<file path="config.mk">
export PLATFORM = sky130hd
export DESIGN_NAME = io_port_loader
export DESIGN_NICKNAME = d
export VERILOG_FILES = /design/src/rtl/io_pkg.sv /design/src/rtl/io_word_packer.sv /design/src/rtl/io_port_loader.sv
export SDC_FILE = /design/constraint.sdc
export NUM_CORES = 1
export LEC_CHECK = 0
export ABC_AREA = 1
export CORE_ASPECT_RATIO = 2
export CORE_MARGIN = 2
export CORE_UTILIZATION = 30
export CTS_BUF_LIST = sky130_fd_sc_hd__clkbuf_4
export CTS_CLUSTER_DIAMETER = 200
export DETAILED_ROUTE_END_ITERATION = 6
export GPL_TIMING_DRIVEN = 0
export MAX_ROUTING_LAYER = met4
export PLACE_DENSITY_LB_ADDON = 0.1
export SYNTH_ARGS = -nofsm -noshare
export SYNTH_HDL_FRONTEND = slang
export SYNTH_SLANG_ARGS = --single-unit
</file>
<file path="constraint.sdc">
create_clock -name clk -period 2.27 [get_ports clk]
set_clock_uncertainty 0.15 [all_clocks]
set_input_delay 0.454 -clock clk [delete_from_list [all_inputs] [get_ports clk]]
set_output_delay 0.454 -clock clk [all_outputs]
set_load 0.03 [all_outputs]
</file>
<file path="src/rtl/io_pkg.sv">
// Shared FSM state type and host command encodings for the IO port loader.
package io_pkg;

    typedef enum logic [2:0] {
        ST_IDLE    = 3'd0,
        ST_WRITE   = 3'd1,
        ST_READ    = 3'd2,
        ST_CAPTURE = 3'd3,
        ST_SEND    = 3'd4
    } state_e;

    localparam logic [1:0] CMD_DATA     = 2'b00;
    localparam logic [1:0] CMD_SET_CH   = 2'b01;
    localparam logic [1:0] CMD_SET_ADDR = 2'b10;
    localparam logic [1:0] CMD_READ     = 2'b11;

endpackage

</file>
<file path="src/rtl/io_word_packer.sv">
// Beat <-> word packer: shifts beats in LSB-first, loads a word and shifts it out
// LSB-first, and counts beats in either direction.
module io_word_packer
    import io_pkg::*;
#(
    parameter int WIDTH  = 32,
    parameter int BEAT_W = 8,
    parameter int CNT_W  = 3
) (
    input  logic              clk,
    input  logic              reset,
    input  logic              clr_i,
    input  logic              load_i,
    input  logic              shift_in_i,
    input  logic              shift_out_i,
    input  logic [BEAT_W-1:0] beat_i,
    input  logic [WIDTH-1:0]  word_i,
    output logic [WIDTH-1:0]  word_o,
    output logic [BEAT_W-1:0] beat_o,
    output logic [CNT_W-1:0]  cnt_o
);

    logic [WIDTH-1:0] word_q, word_d;
    logic [WIDTH-1:0] shifted_s;
    logic [CNT_W-1:0] cnt_q, cnt_d;

    // Next word/count: clear beats load, load beats shifting.
    always_comb begin
        word_d    = word_q;
        cnt_d     = cnt_q;
        shifted_s = word_q >> BEAT_W;
        if (clr_i) begin
            word_d = {WIDTH{1'b0}};
            cnt_d  = {CNT_W{1'b0}};
        end else if (load_i) begin
            word_d = word_i;
            cnt_d  = {CNT_W{1'b0}};
        end else if (shift_in_i) begin
            shifted_s[WIDTH-1 -: BEAT_W] = beat_i;
            word_d = shifted_s;
            cnt_d  = cnt_q + CNT_W'(1'b1);
        end else if (shift_out_i) begin
            word_d = shifted_s;
            cnt_d  = cnt_q + CNT_W'(1'b1);
        end else begin
            word_d = word_q;
            cnt_d  = cnt_q;
        end
    end

    // Word and beat-count registers.
    always_ff @(posedge clk or posedge reset) begin
        if (reset) begin
            word_q <= {WIDTH{1'b0}};
            cnt_q  <= {CNT_W{1'b0}};
        end else begin
            word_q <= word_d;
            cnt_q  <= cnt_d;
        end
    end

    assign word_o = word_q;
    assign beat_o = word_q[BEAT_W-1:0];
    assign cnt_o  = cnt_q;

endmodule

</file>
<file path="src/rtl/io_port_loader.sv">
// Host pin-bus loader for multi-channel memories. Optional readback path is
// enabled by defining IO_READBACK_EN; without it READ is consumed and flags err.
module io_port_loader
    import io_pkg::*;
#(
    parameter int WIDTH  = 32,
    parameter int BEAT_W = 8,
    parameter int NUM_CH = 2,
    parameter int ADDR_W = 10
) (
    input  logic                     clk,
    input  logic                     reset,
    input  logic                     host_valid,
    output logic                     host_ready,
    input  logic [1:0]               host_cmd,
    input  logic [BEAT_W-1:0]        host_data,
    output logic                     rd_valid,
    input  logic                     rd_ready,
    output logic [BEAT_W-1:0]        rd_data,
    output logic [NUM_CH-1:0]        mem_we,
    output logic [NUM_CH-1:0]        mem_re,
    output logic [ADDR_W-1:0]        mem_addr,
    output logic [WIDTH-1:0]         mem_wdata,
    input  logic [NUM_CH*WIDTH-1:0]  mem_rdata,
    output logic                     busy,
    output logic                     err
);

    localparam int NBEATS = WIDTH / BEAT_W;
    localparam int CNT_W  = $clog2(NBEATS + 1);
    localparam int CH_W   = (NUM_CH > 1) ? $clog2(NUM_CH) : 1;
    localparam logic [CNT_W-1:0] LAST_BEAT = CNT_W'(NBEATS - 1);

    state_e              state_q, state_d;
    logic [CH_W-1:0]     ch_q, ch_d;
    logic [ADDR_W-1:0]   addr_q, addr_d;
    logic                err_q, err_d;
    logic                ready_q;

    logic                pk_clr_s, pk_load_s, pk_in_s, pk_out_s;
    logic [WIDTH-1:0]    pk_word_s;
    logic [BEAT_W-1:0]   pk_beat_s;
    logic [CNT_W-1:0]    pk_cnt_s;
    logic [WIDTH-1:0]    rdata_sel_s;
    logic                host_fire_s;
    logic [ADDR_W+BEAT_W-1:0] addr_shift_s;
    logic [NUM_CH-1:0]   ch_onehot_s;

    assign host_fire_s  = host_valid && ready_q;
    assign addr_shift_s = {addr_q, host_data};
    assign ch_onehot_s  = NUM_CH'(1'b1) << ch_q;

    io_word_packer #(
        .WIDTH  (WIDTH),
        .BEAT_W (BEAT_W),
        .CNT_W  (CNT_W)
    ) u_packer (
        .clk         (clk),
        .reset       (reset),
        .clr_i       (pk_clr_s),
        .load_i      (pk_load_s),
        .shift_in_i  (pk_in_s),
        .shift_out_i (pk_out_s),
        .beat_i      (host_data),
        .word_i      (rdata_sel_s),
        .word_o      (pk_word_s),
        .beat_o      (pk_beat_s),
        .cnt_o       (pk_cnt_s)
    );

    // Next-state, channel/address/error updates and packer control.
    always_comb begin
        state_d   = state_q;
        ch_d      = ch_q;
        addr_d    = addr_q;
        err_d     = err_q;
        pk_clr_s  = 1'b0;
        pk_load_s = 1'b0;
        pk_in_s   = 1'b0;
        pk_out_s  = 1'b0;
        case (state_q)
            ST_IDLE: begin
                if (host_fire_s) begin
                    case (host_cmd)
                        CMD_DATA: begin
                            pk_in_s = 1'b1;
                            if (pk_cnt_s == LAST_BEAT) begin
                                state_d = ST_WRITE;
                            end else begin
                                state_d = ST_IDLE;
                            end
                        end
                        CMD_SET_CH: begin
                            pk_clr_s = 1'b1;
                            if (host_data < BEAT_W'(NUM_CH)) begin
                                ch_d = CH_W'(host_data);
                            end else begin
                                err_d = 1'b1;
                            end
                        end
                        CMD_SET_ADDR: begin
                            // Shift-in so addresses wider than a beat take several commands.
                            pk_clr_s = 1'b1;
                            addr_d   = addr_shift_s[ADDR_W-1:0];
                        end
                        CMD_READ: begin
                            pk_clr_s = 1'b1;
`ifdef IO_READBACK_EN
                            state_d = ST_READ;
`else
                            err_d = 1'b1;
`endif
                        end
                        default: state_d = ST_IDLE;
                    endcase
                end else begin
                    state_d = ST_IDLE;
                end
            end
            ST_WRITE: begin
                pk_clr_s = 1'b1;
                addr_d   = addr_q + ADDR_W'(1'b1);
                state_d  = ST_IDLE;
            end
            ST_READ: begin
                state_d = ST_CAPTURE;
            end
            ST_CAPTURE: begin
                pk_load_s = 1'b1;
                state_d   = ST_SEND;
            end
            ST_SEND: begin
                if (rd_ready) begin
                    pk_out_s = 1'b1;
                    if (pk_cnt_s == LAST_BEAT) begin
                        pk_clr_s = 1'b1;
                        addr_d   = addr_q + ADDR_W'(1'b1);
                        state_d  = ST_IDLE;
                    end else begin
                        state_d = ST_SEND;
                    end
                end else begin
                    state_d = ST_SEND;
                end
            end
            default: state_d = ST_IDLE;
        endcase
    end

    // Control registers; ready is registered from the next state.
    always_ff @(posedge clk or posedge reset) begin
        if (reset) begin
            state_q <= ST_IDLE;
            ch_q    <= {CH_W{1'b0}};
            addr_q  <= {ADDR_W{1'b0}};
            err_q   <= 1'b0;
            ready_q <= 1'b0;
        end else begin
            state_q <= state_d;
            ch_q    <= ch_d;
            addr_q  <= addr_d;
            err_q   <= err_d;
            ready_q <= (state_d == ST_IDLE);
        end
    end

    assign host_ready = ready_q;
    assign busy       = (state_q != ST_IDLE);
    assign err        = err_q;
    assign mem_addr   = addr_q;
    assign mem_wdata  = pk_word_s;
    assign mem_we     = (state_q == ST_WRITE) ? ch_onehot_s : {NUM_CH{1'b0}};

`ifdef IO_READBACK_EN
    assign rdata_sel_s = mem_rdata[ch_q*WIDTH +: WIDTH];
    assign mem_re      = (state_q == ST_READ) ? ch_onehot_s : {NUM_CH{1'b0}};
    assign rd_valid    = (state_q == ST_SEND);
    assign rd_data     = (state_q == ST_SEND) ? pk_beat_s : {BEAT_W{1'b0}};
`else
    logic unused_readback_s;
    assign unused_readback_s = ^{mem_rdata, pk_beat_s};
    assign rdata_sel_s = {WIDTH{1'b0}};
    assign mem_re      = {NUM_CH{1'b0}};
    assign rd_valid    = 1'b0;
    assign rd_data     = {BEAT_W{1'b0}};
`endif

endmodule
</file>
==> summary.txt <==
Die area - 0.0101 mm²
H-Tree Depth - 2
Final #Nets - 496
Outcome - completed
Nature of the critical path endpoint - output pin
Root buffer cell - clkbuf_4
Final core occ - 0.401
Critical path buffer and inverter count - 1
Total wire length - 6970 µm
Post-synth cell types - 28
Hold_buf cts - 0
Final WS setup - 0.0696 ns
CP max stage delay - 0.72 ns
Clk slew on worst S/H paths - 0.14 ns
Total CTS buffers - 5
Signal arrival time at the worst endpoint - 1.60 ns
P_leak - 1.82 nW
Placed cells - 510
Yosys reg bits - 51
DIE HEIGHT - 140 µm
Crit Path Category - flip-flop to output pin
CTS Buffer Depth - 2
Diode count - 0
Fraction of layout cells with a size suffix above 1 - 0.147
Vias in the first global route - 2253
Crit share post-route - 0.969
Fin. Hold Viols - 0
Setup repair after global routing missed its margin - false
Fill cell count - 983
CTS tree - built
Final Setup Violations - 0
Max Slew Vio Count - 0
Placed Area - 0.00356 mm²
Antenna violation net count after detailed routing - 0
Tmin final - 2.20 ns
Routed length per instance - 13.5 µm
DRT Pass-1 Iters - 4
Design Power - 1.89 mW
Mapped Area - 0.00277 mm²
Post-CTS Setup Inserts - 0
Rows - 49
Setup crit start kind - flip-flop
DRC Markers - 0
Most frequent cells in the layout - nand2_1, nand3_1, clkdlybuf4s50_1
Most common cell after layout, fill and taps aside - nand2_1
Fraction of registers with async set/reset - 1.00
DR iter-0 viols - 147
Clk_lat worst skew - 0.38 ns
First-pass GRT wire length - 11500 µm
Dpl hpwl - 5510 µm
PostCTS Resize Cnt - 7
CTS Sinks - 51
MaxCap Viol Count - 0
Synth warn - 0
Seq/Total Area, Yosys - 0.461
Synthesized area per cell - 8.22 µm²
Worst Setup Slack post-DPL - 0.0960 ns
FMAX - 0.454 GHz
Critical path's slowest cell - clkdlybuf4s50_1
I/O pin total - 136
Worst hold-check slack - 0.260 ns
GRT overflow - 0
Initial antenna violation count - 0
Worst Tran Pin Value - 0.534 ns
Routed vias - 2366
Final setup TNS - 0 ns
Worst Path Required - 1.67 ns
Max VDD drop - 0.000277 V
Cell family with most CP delay - buffers and inverters
Final GP Congestion - 0.844
Pwr dens - 525 mW/mm²
Slew Limit Headroom - 0.643
Worst Hold Class - primary input to asynchronous set/reset pin
EDFF count, synth - 0
Core area - 0.00901 mm²
CP max FO - 6
Finished Layout Cells - 518
Synth-to-layout area growth - 30.3%
CP cell instances - clkdlybuf4s50_1
Post-route cell area - 0.00361 mm²
Via-to-Cell Ratio - 4.57
Post-Syn Instances - 337
Total GRT Usage - 0.152
Main synth FF type - dfrtp_1
IO buf count - 60
Die W - 71.9 µm
Starting Density - 0.307
Largest net degree at the start of global routing - 30
synthesized netlist by cell type (2+ instances only):
cell | count | area, µm²
buf_4 | 13 | 97.6
buf_6 | 9 | 101
dfrtp_1 | 51 | 1280
ha_1 | 3 | 37.5
inv_1 | 21 | 78.8
inv_2 | 2 | 7.51
nand2_1 | 109 | 409
nand2_2 | 3 | 18.8
nand2_4 | 3 | 33.8
nand3_1 | 65 | 325
nand3_2 | 11 | 110
nand3b_1 | 4 | 30.0
nor2_1 | 20 | 75.1
o21ai_0 | 8 | 40.0
o21ai_1 | 2 | 10.0
path summary, 6_finish.rpt:
path,cells past startpoint,slack (ns),end,startpoint
setup / recovery,1,0.07,mem_addr[5],mem_addr[5]
hold / removal,2,0.26,u_packer.word_o[2],reset
setup reg to reg,8,0.34,mem_addr[6],u_packer.cnt_o[0]
hold reg to reg,2,0.33,err,err
max in group asynchronous,3,1.17,u_packer.word_o[21],reset
min in group clk,2,0.33,err,err
report_power, final:
part / internal, mW / switching (mW)
combinational: 0.184 / 0.272
sequential: 0.955 / 0.0609
clock: 0.127 / 0.294
total: 1.27 / 0.627
state kept, by name, indices dropped and copies added, names as in the netlist:
signal and count:
u_packer.cnt_o 3, mem_addr 10, host_ready 1, err 1, u_packer.word_o 32, state_q 3
ch_q 1
layer usage:
metal | wire length (µm) | vias to the layer above | global-route usage
met2 | 3730 | 73 | 0.267
met5 | 0 | - | -
met4 | 182 | 0 | 0.0626
met1 | 2720 | 1068 | 0.165
li1 | - | 1215 | -
met3 | 328 | 10 | 0.0259
cell type report:
class                      count  area, µm²  area share
tap                          102        128      0.0354
multi-input combinational    248       1210       0.336
sequential                    51       1280       0.354
clock inverter                 2       7.51     0.00208
clock buffer                   6       45.0      0.0125
buffer                        23        219      0.0607
timing repair buffer          61        622       0.172
inverter                      25        101      0.0281
logic make-up after synthesis:
kind of cell | count (synthesis) | synth area share
AO/OA/AOI/OAI | 13 | 0.0262
buffers and inverters | 48 | 0.116
adder cells (fa/ha/maj) | 3 | 0.0136
flip-flops | 51 | 0.461
AND/OR/NAND/NOR | 220 | 0.379
other | 1 | 0.00135
XOR/XNOR | 1 | 0.00316
Note: power is estimated with default switching activity, not from simulation.
